File: config.mk
export PLATFORM = sky130hd
export DESIGN_NAME = uart_tx_fifo
export DESIGN_NICKNAME = d
export VERILOG_FILES = /design/src/rtl/uart_fifo_pkg.sv /design/src/rtl/sync_fifo.sv /design/src/rtl/uart_tx_fifo.sv
export SDC_FILE = /design/constraint.sdc
export NUM_CORES = 1
export LEC_CHECK = 0
export ABC_AREA = 0
export BUFFER_PORTS_ARGS = -buffer_cell sky130_fd_sc_hd__buf_2
export CAP_MARGIN = 0
export CORE_MARGIN = 4
export CORE_UTILIZATION = 30
export CTS_CLUSTER_SIZE = 12
export DETAILED_ROUTE_END_ITERATION = 8
export HOLD_SLACK_MARGIN = 0.15
export SLEW_MARGIN = 20
export SYNTH_ARGS = -nofsm -noshare
export SYNTH_HDL_FRONTEND = slang
export SYNTH_HIERARCHICAL = 1
export SYNTH_SLANG_ARGS = --single-unit
File: constraint.sdc
create_clock -name clk_cpu -period 3.7 [get_ports clk_cpu]
set_input_delay 1.11 -clock clk_cpu [delete_from_list [all_inputs] [get_ports clk_cpu]]
set_output_delay 1.11 -clock clk_cpu [all_outputs]
set_load 0.05 [all_outputs]
File: src/rtl/uart_fifo_pkg.sv
// Shared definitions for the UART transmit buffer: register map, STATUS layout, drain states.
package uart_fifo_pkg;

  localparam logic REG_DATA   = 1'b0;
  localparam logic REG_STATUS = 1'b1;

  localparam int unsigned ST_NOTFULL = 0;
  localparam int unsigned ST_EMPTY   = 1;
  localparam int unsigned ST_OVF     = 2;
  localparam int unsigned ST_TXRDY   = 3;
  localparam int unsigned ST_LVL_LSB = 8;

  typedef enum logic {IDLE, HOLD} drain_state_t;

endpackage

File: src/rtl/sync_fifo.sv
// Synchronous register-array FIFO with asynchronous head read and an explicit occupancy count.
module sync_fifo #(
  parameter int unsigned WIDTH = 8,
  parameter int unsigned DEPTH = 16
) (
  input  logic                     clk_cpu,
  input  logic                     n_reset,
  input  logic                     push,
  input  logic                     pop,
  input  logic [WIDTH-1:0]         wdata,
  output logic [WIDTH-1:0]         rdata,
  output logic                     full,
  output logic                     empty,
  output logic [$clog2(DEPTH):0]   level
);

  localparam int unsigned PTR_W = $clog2(DEPTH);
  localparam int unsigned LVL_W = PTR_W + 1;

  logic [WIDTH-1:0] mem [DEPTH];
  logic [PTR_W-1:0] wptr;
  logic [PTR_W-1:0] rptr;
  logic             do_push;
  logic             do_pop;

  assign full    = (level == LVL_W'(DEPTH));
  assign empty   = (level == '0);
  assign do_push = push && !full;
  assign do_pop  = pop && !empty;
  assign rdata   = mem[rptr];

  // Storage is reset too so the head reads as zero straight out of reset.
  always_ff @(posedge clk_cpu or negedge n_reset) begin
    if (!n_reset) begin
      mem   <= '{default: '0};
      wptr  <= '0;
      rptr  <= '0;
      level <= '0;
    end else begin
      if (do_push) begin
        mem[wptr] <= wdata;
        wptr      <= wptr + PTR_W'(1);
      end
      if (do_pop) begin
        rptr <= rptr + PTR_W'(1);
      end
      if (do_push && !do_pop) begin
        level <= level + LVL_W'(1);
      end else if (do_pop && !do_push) begin
        level <= level - LVL_W'(1);
      end
    end
  end

endmodule

File: src/rtl/uart_tx_fifo.sv
// Memory-mapped transmit buffer: bus decode, sticky overflow flag and the drain FSM feeding uart_tx.
module uart_tx_fifo
  import uart_fifo_pkg::*;
#(
  parameter int unsigned DEPTH = 16,
  parameter int unsigned LVL_W = $clog2(DEPTH) + 1
) (
  input  logic        clk_cpu,
  input  logic        n_reset,
  input  logic        bus_valid,
  input  logic        bus_addr,
  input  logic [3:0]  bus_wstrb,
  input  logic [31:0] bus_wdata,
  output logic [31:0] bus_rdata,
  output logic        bus_ready,
  output logic [7:0]  tx_data,
  output logic        tx_data_valid,
  input  logic        tx_data_ready,
  output logic        irq_empty
);

  logic                   accepted;
  logic                   wr_data;
  logic                   wr_status;
  logic                   push;
  logic                   pop;
  logic                   full;
  logic                   empty;
  logic [$clog2(DEPTH):0] fifo_level;
  logic [LVL_W-1:0]       level;
  logic                   ovf;
  logic [31:0]            status;
  drain_state_t           state;
  logic                   unused_bits;

  assign accepted  = bus_valid && bus_ready;
  assign wr_data   = accepted && (bus_addr == REG_DATA) && bus_wstrb[0];
  assign wr_status = accepted && (bus_addr == REG_STATUS) && bus_wstrb[0];
  assign push      = wr_data && !full;
  assign level     = LVL_W'(fifo_level);

  // The strobe is decoded from the state register so a byte pushed in cycle N
  // reaches uart_tx in cycle N+1; HOLD enforces the one-cycle gap.
  assign tx_data_valid = (state == IDLE) && !empty && tx_data_ready;
  assign pop           = tx_data_valid;

  assign unused_bits = ^{bus_wstrb[3:1], bus_wdata[31:8]};

  sync_fifo #(
    .WIDTH (8),
    .DEPTH (DEPTH)
  ) u_fifo (
    .clk_cpu (clk_cpu),
    .n_reset (n_reset),
    .push    (push),
    .pop     (pop),
    .wdata   (bus_wdata[7:0]),
    .rdata   (tx_data),
    .full    (full),
    .empty   (empty),
    .level   (fifo_level)
  );

  always_comb begin
    status                     = '0;
    status[ST_NOTFULL]         = !full;
    status[ST_EMPTY]           = empty;
    status[ST_OVF]             = ovf;
    status[ST_TXRDY]           = tx_data_ready;
    status[ST_LVL_LSB +: 8]    = 8'(level);
  end

  always_ff @(posedge clk_cpu or negedge n_reset) begin
    if (!n_reset) begin
      bus_ready <= 1'b0;
      bus_rdata <= '0;
      ovf       <= 1'b0;
      irq_empty <= 1'b0;
    end else begin
      bus_ready <= bus_valid && !bus_ready;
      if (bus_valid && !bus_ready) begin
        bus_rdata <= status;
      end
      if (wr_data && full) begin
        ovf <= 1'b1;
      end else if (wr_status && bus_wdata[ST_OVF]) begin
        ovf <= 1'b0;
      end
      irq_empty <= empty && tx_data_ready;
    end
  end

  always_ff @(posedge clk_cpu or negedge n_reset) begin
    if (!n_reset) begin
      state <= IDLE;
    end else begin
      case (state)
        IDLE:    if (tx_data_valid) state <= HOLD;
        HOLD:    state <= IDLE;
        default: state <= IDLE;
      endcase
    end
  end

endmodule

# Word level (Yosys, flattened, before mapping)
# Index checks and enable logic that the tools add are counted.
# W data, S select, Z words.
[classes] reduce_logical=25 eq_ne=1 n_bitwise=4 magnitude_cmp=3 mux=12 n_addsub=4
[op_table] operator="$bwmux W128" n=1
[op_table] operator="$bmux W8 S4" n=1
[op_table] operator="$demux W8 S4" n=1
[op_table] operator="$mux W8" n=3
[op_table] operator="$logic_and A1 B1 Y1" n=17
[op_table] operator="$ge A5 B5 Y1 const B" n=2
[op_table] operator="$mux W5" n=2
[op_table] operator="$not A4 Y5" n=2
[op_table] operator="$add A4 B1 Y4 const B" n=2
[op_table] operator="$add A5 B1 Y5 const B" n=1
[op_table] operator="$eq A5 B5 Y1 const B" n=1
[op_table] operator="$logic_not A1 Y1" n=5
[op_table] operator="$logic_not A5 Y1" n=1
[op_table] operator="$lt A5 B1 Y1 const B" n=1
[op_table] operator="$sub A5 B1 Y5 const B" n=1
[op_table] operator="$reduce_bool A2 Y1" n=2
[op_table] operator="$mux W1" n=3
[op_table] operator="$not A1 Y1" n=2
[op_table] operator="$pmux W1 S2" n=1
[word_totals] elab_cells=73 in_bits=41 regBits=154

# Depth between registers and ports, before layout
[logic_depth] ltp_word=9 mapped_depth=12

# Modules after synthesis
# Netlist, hierarchy kept.
[by_module_without_submodules] module="sync_fifo" seq_area_each_um2=3528.4 instances=1 area_per_inst_um2=6762.7 cells_each=460
[by_module_without_submodules] module="uart_tx_fifo" seq_area_each_um2=325.3 instances=1 area_per_inst_um2=714.4 cells_each=58

# Worst setup path before layout
# OpenSTA, ideal clock, no wires.
[synth_timing] path_type="input to register" startpoint="input tx_data_ready" endpoint="register u_fifo.level[4]" arrival_ns=3.958 setup_slack_ns=-0.338 required_time_ns=3.620 n_path_buf=0 setup_time_ns=0.080 cell_stages=10 cell_sequence="nor3b_1 -> o21a_1 -> inv_1 -> ha_1 -> inv_1 -> ha_1 -> a21o_1 -> a21oi_1 -> mux2i_1 -> xnor2_1"
[synth_between] elab_chain_cells=5 elab_cells_between_ends=7
[synth_lines] element="start, declared" line="uart_tx_fifo.sv:18" rtl="input logic tx_data_ready,"
[synth_lines] element="$logic_and A1 B1 Y1 (*)" line="uart_tx_fifo.sv:44" rtl="assign tx_data_valid = (state == IDLE) && !empty && tx_data_ready;"
[synth_lines] element="$logic_and A1 B1 Y1 (*)" line="sync_fifo.sv:29" rtl="assign do_pop = pop && !empty;"
[synth_lines] element="$logic_not A1 Y1" line="sync_fifo.sv:47" rtl="if (do_push && !do_pop) begin"
[synth_lines] element="$logic_and A1 B1 Y1" line="sync_fifo.sv:47"
[synth_lines] element="$mux W5 or $reduce_bool A2 Y1 (tied branches)"
[synth_lines] element="end signal, assigned" line="sync_fifo.sv:48" rtl="level <= level + LVL_W'(1);"
[synth_lines] element="end signal, assigned" line="sync_fifo.sv:50" rtl="level <= level - LVL_W'(1);"
[synth_lines] element="end, declared" line="sync_fifo.sv:14" rtl="output logic [$clog2(DEPTH):0] level"
# Mark *: on every way between the ends. The rest lies on a longest branch, timed or not.
# A chain may end at the register's enable or synchronous reset.

# Final worst setup path
[layout_timing] startpoint="register u_fifo.rptr[1]" endpoint="output tx_data[7]"
[layout_between] elab_chain_cells=4
[layout_lines] element="start, declared" line="sync_fifo.sv:22" rtl="logic [PTR_W-1:0] rptr;"
[layout_lines] element="start signal, assigned" line="sync_fifo.sv:45" rtl="rptr <= rptr + PTR_W'(1);"
[layout_lines] element="$not A4 Y5 (not written as such)" line="sync_fifo.sv:30" rtl="assign rdata = mem[rptr];"
[layout_lines] element="$bmux W8 S4" line="sync_fifo.sv:30"
[layout_lines] element="$mux W8 (not written as such) (2 in a row)" line="sync_fifo.sv:30"
[layout_lines] element="end, declared" line="uart_tx_fifo.sv:16" rtl="output logic [7:0] tx_data,"
# No other way between the ends. The select of a mux whose other input is x is not followed.

==> results.json <==
{
  "yosysTopAreaCellShare_pct": 51.5,
  "grtUsageMet2_pct": 19.7,
  "final_layout_size_suffix_gt1_share_pct": 43.6,
  "yosysSeqAreaShare_pct": 51.5,
  "top_usage_layer": "met2",
  "grt_use_met3_pct": 2.76,
  "status": "completed",
  "cts_buffer_depth": 2,
  "hold_buffers": 0,
  "min_period_ns": 3.50,
  "grt.overflow.total": 0,
  "reg2reg_slack_ns": 0.47,
  "p_sw_w": 0.00234,
  "fmax_mhz": 286,
  "power_frac_seq_pct": 38.0,
  "yosys.area.top_type": "dfrtp_1",
  "pwr-share-clk_pct": 25.1,
  "postCtsSetupBuffers": 0,
  "rsz0062_at_grt": "no",
  "grt_max_degree": 79,
  "place_inst": 855,
  "setup_tns_ns": 0,
  "setup_viol_count_final": 0,
  "maxCapViolCount": 0,
  "synth_fa_ha_area_share_pct": 1.77,
  "hpwlAfterDp_mm": 11.1,
  "firstDrtPassIters": 4,
  "clkLatencyLatePin_ns": 0.42,
  "initial_core_util_pct": 30.7,
  "synthXorXnorAreaFrac_pct": 1.17,
  "syn_area_um2": 7480,
  "crit_type": "register to output pin",
  "numCtsBuffers": 17,
  "post-route-drc-count": 0,
  "maxSlewHeadroom_pct": 52.2,
  "finalCritPeriodShare_pct": 94.6,
  "vias": 4285,
  "use_met1_pct": 15.4,
  "final_cell_mix": "dfrtp_1, mux2_2, mux2i_1",
  "antenna_found_initial": 0,
  "syn_inst": 518,
  "crit_path_end_kind": "output pin",
  "switching_share_pct": 37.4,
  "die_y_um": 166,
  "avgViaCountPerCell": 4.84,
  "fp.dieW_um": 166,
  "drt_iter0_drc": 211,
  "cts_tree": "done",
  "gp_congestion": 0.737,
  "fin_skew_ns": 0.00590,
  "path_clk_slew_ns": 0.06,
  "core_area_um2": 24400,
  "intPower_w": 0.00393,
  "comb_power_share_pct": 36.9,
  "grtUsageTotal_pct": 11.9,
  "synth-seq-cells": 154,
  "critical_path_required_ns": 2.59,
  "rows": 57,
  "port_buffers": 33,
  "ant_nets": 0,
  "grt_pass1_wl_mm": 25.8,
  "hold_class": "register to register",
  "grt_pass1_vias": 4662,
  "area_delta_synth_final_pct": 13.1,
  "synthTopCellsByArea": "dfrtp_1, mux2_2, mux4_2",
  "synth.avg_cell_area_um2": 14.4,
  "synthMuxAreaShare_pct": 30.4,
  "hold_violations": 0,
  "final_max_slew_viol_count": 0,
  "worstPathArrival_ns": 2.39,
  "drt_wl_total_mm": 15.9,
  "die_area_um2": 27500,
  "critPathMaxFanout": 19,
  "ys_warn_count": 6,
  "wl_per_cell_um": 17.9,
  "ys_types": 41,
  "worstMarginPinSlew_ns": 0.717,
  "diodes": 0,
  "synth_top_family_by_area": "multiplexers",
  "layout.nets": 601,
  "final_util_pct": 34.7,
  "htreeDepth": 4,
  "crit_path_start_kind": "register",
  "final_common_cell": "dfrtp_1",
  "cts_root_buffer": "clkbuf_16",
  "synth-simple-area-share_pct": 5.79,
  "p_per_area_nw_per_um2": 741,
  "pin_count": 84,
  "p_leak_nw": 4.08,
  "stdcell_count": 886,
  "synth_compound_area_share_pct": 4.35,
  "ir_drop_mv": 0.527,
  "clkSinkCount": 154
}
-- metal layers --
metal / up-vias / part of all wire (%)
met5: - / 0
met4: 0 / 1.8
met3: 18 / 4.0
met2: 89 / 50
met1: 2262 / 44
li1: 1916 / -
-- through the flow --
stage | area (µm²) | hold slack, ns | power, W | setup slack (ns)
4_1_cts | 8450 | 0.484 | 0.00633 | 0.0365
3_5_place_dp | 7900 | 0.477 | 0.00474 | 0.427
3_3_place_gp | 7900 | 0.440 | 0.00465 | 0.473
6_report | 8460 | 0.483 | 0.00627 | 0.199
5_1_grt | 8460 | 0.494 | 0.00662 | 0.0321
2_1_floorplan | 7560 | 0.430 | 0.00416 | 0.209
-- registers in the layout (all words and copies together), names as in the netlist, 4 cells and up --
register      cells
u_fifo/mem      128
bus_rdata         9
u_fifo/level      5
u_fifo/rptr       4
u_fifo/wptr       4
-- final timing paths --
| check | endpoint | cells past startpoint | from |
|---|---|---|---|
| setup reg to reg | u_fifo/level[4]$_DFFE_PN0P_ | 12 | u_fifo/level[0]$_DFFE_PN0P_ |
| hold / removal | state$_DFF_PN0_ | 1 | state$_DFF_PN0_ |
| min in group asynchronous | u_fifo/mem[32]$_DFFE_PN0P_ | 1 | n_reset |
| max in group asynchronous | u_fifo/mem[97]$_DFFE_PN0P_ | 2 | n_reset |
| hold reg to reg | state$_DFF_PN0_ | 1 | state$_DFF_PN0_ |
| setup / recovery | tx_data[7] | 7 | u_fifo/rptr[1]$_DFFE_PN0P_ |
-- cell usage after synthesis --
cell type / n
mux2_4: 8
or4_1: 1
ha_1: 9
and2_1: 3
buf_2: 14
xnor2_1: 9
fa_1: 1
o21ai_0: 12
nand4_2: 2
buf_12: 1
nand3_1: 2
nand4_4: 2
a41oi_1: 1
nor2b_1: 3
buf_6: 2
nor2_1: 3
buf_4: 24
nor3b_1: 2
mux2_1: 5
nand3_2: 4
mux2i_1: 34
nand3_4: 8
nand4_1: 1
nor2_2: 1
nor3_1: 1
dfrtp_1: 154
mux4_2: 16
mux2_2: 124
nor2b_4: 1
o21a_1: 1
xor2_1: 1
a221oi_1: 16
a21boi_4: 1
nor4_2: 1
a22oi_1: 8
inv_1: 7
a21oi_1: 3
conb_1: 1
a21o_1: 2
nand2_1: 16
clkbuf_1: 13
-- critical path, cell delays in order, from the launching register on --
cell      delay (ns)
dfrtp_1         0.39
buf_4           0.23
and2_1          0.18
buf_4           0.21
a221oi_1        0.42
o21ai_0         0.16
nand2_1         0.11
buf_2           0.27
-- layout make-up --
class / instances / area [µm²]
timing repair buffer: 45 / 282
clock inverter: 7 / 41.3
inverter: 7 / 26.3
tap: 324 / 405
sequential: 154 / 3860
multi-input combinational: 325 / 3350
clock buffer: 24 / 502
fill: 2310 / 15900
-- power by group through the flow --
stage	logic [W]	clock network, W	registers, W
6_report	0.00231	0.00157	0.00238
3_3_place_gp	0.00228	0	0.00236
3_5_place_dp	0.00233	0	0.00241
5_1_grt	0.00248	0.00170	0.00244
4_1_cts	0.00233	0.00162	0.00238
2_1_floorplan	0.00177	0	0.00239
-- logic make-up after synthesis --
family          count (synthesis)
other cells                     1
compound gates                 44
mux                           187
xor+xnor                       10
fa+ha+maj                      10
simple gates                   51
flops                         154
buf+inv                        61
-- repair_timing --
item                                    CTS  global route
endpoints found under the setup margin    0             7
endpoints found under the hold margin     0             0
resized for setup                         0             4
Note: power is estimated with default switching activity, not from simulation.
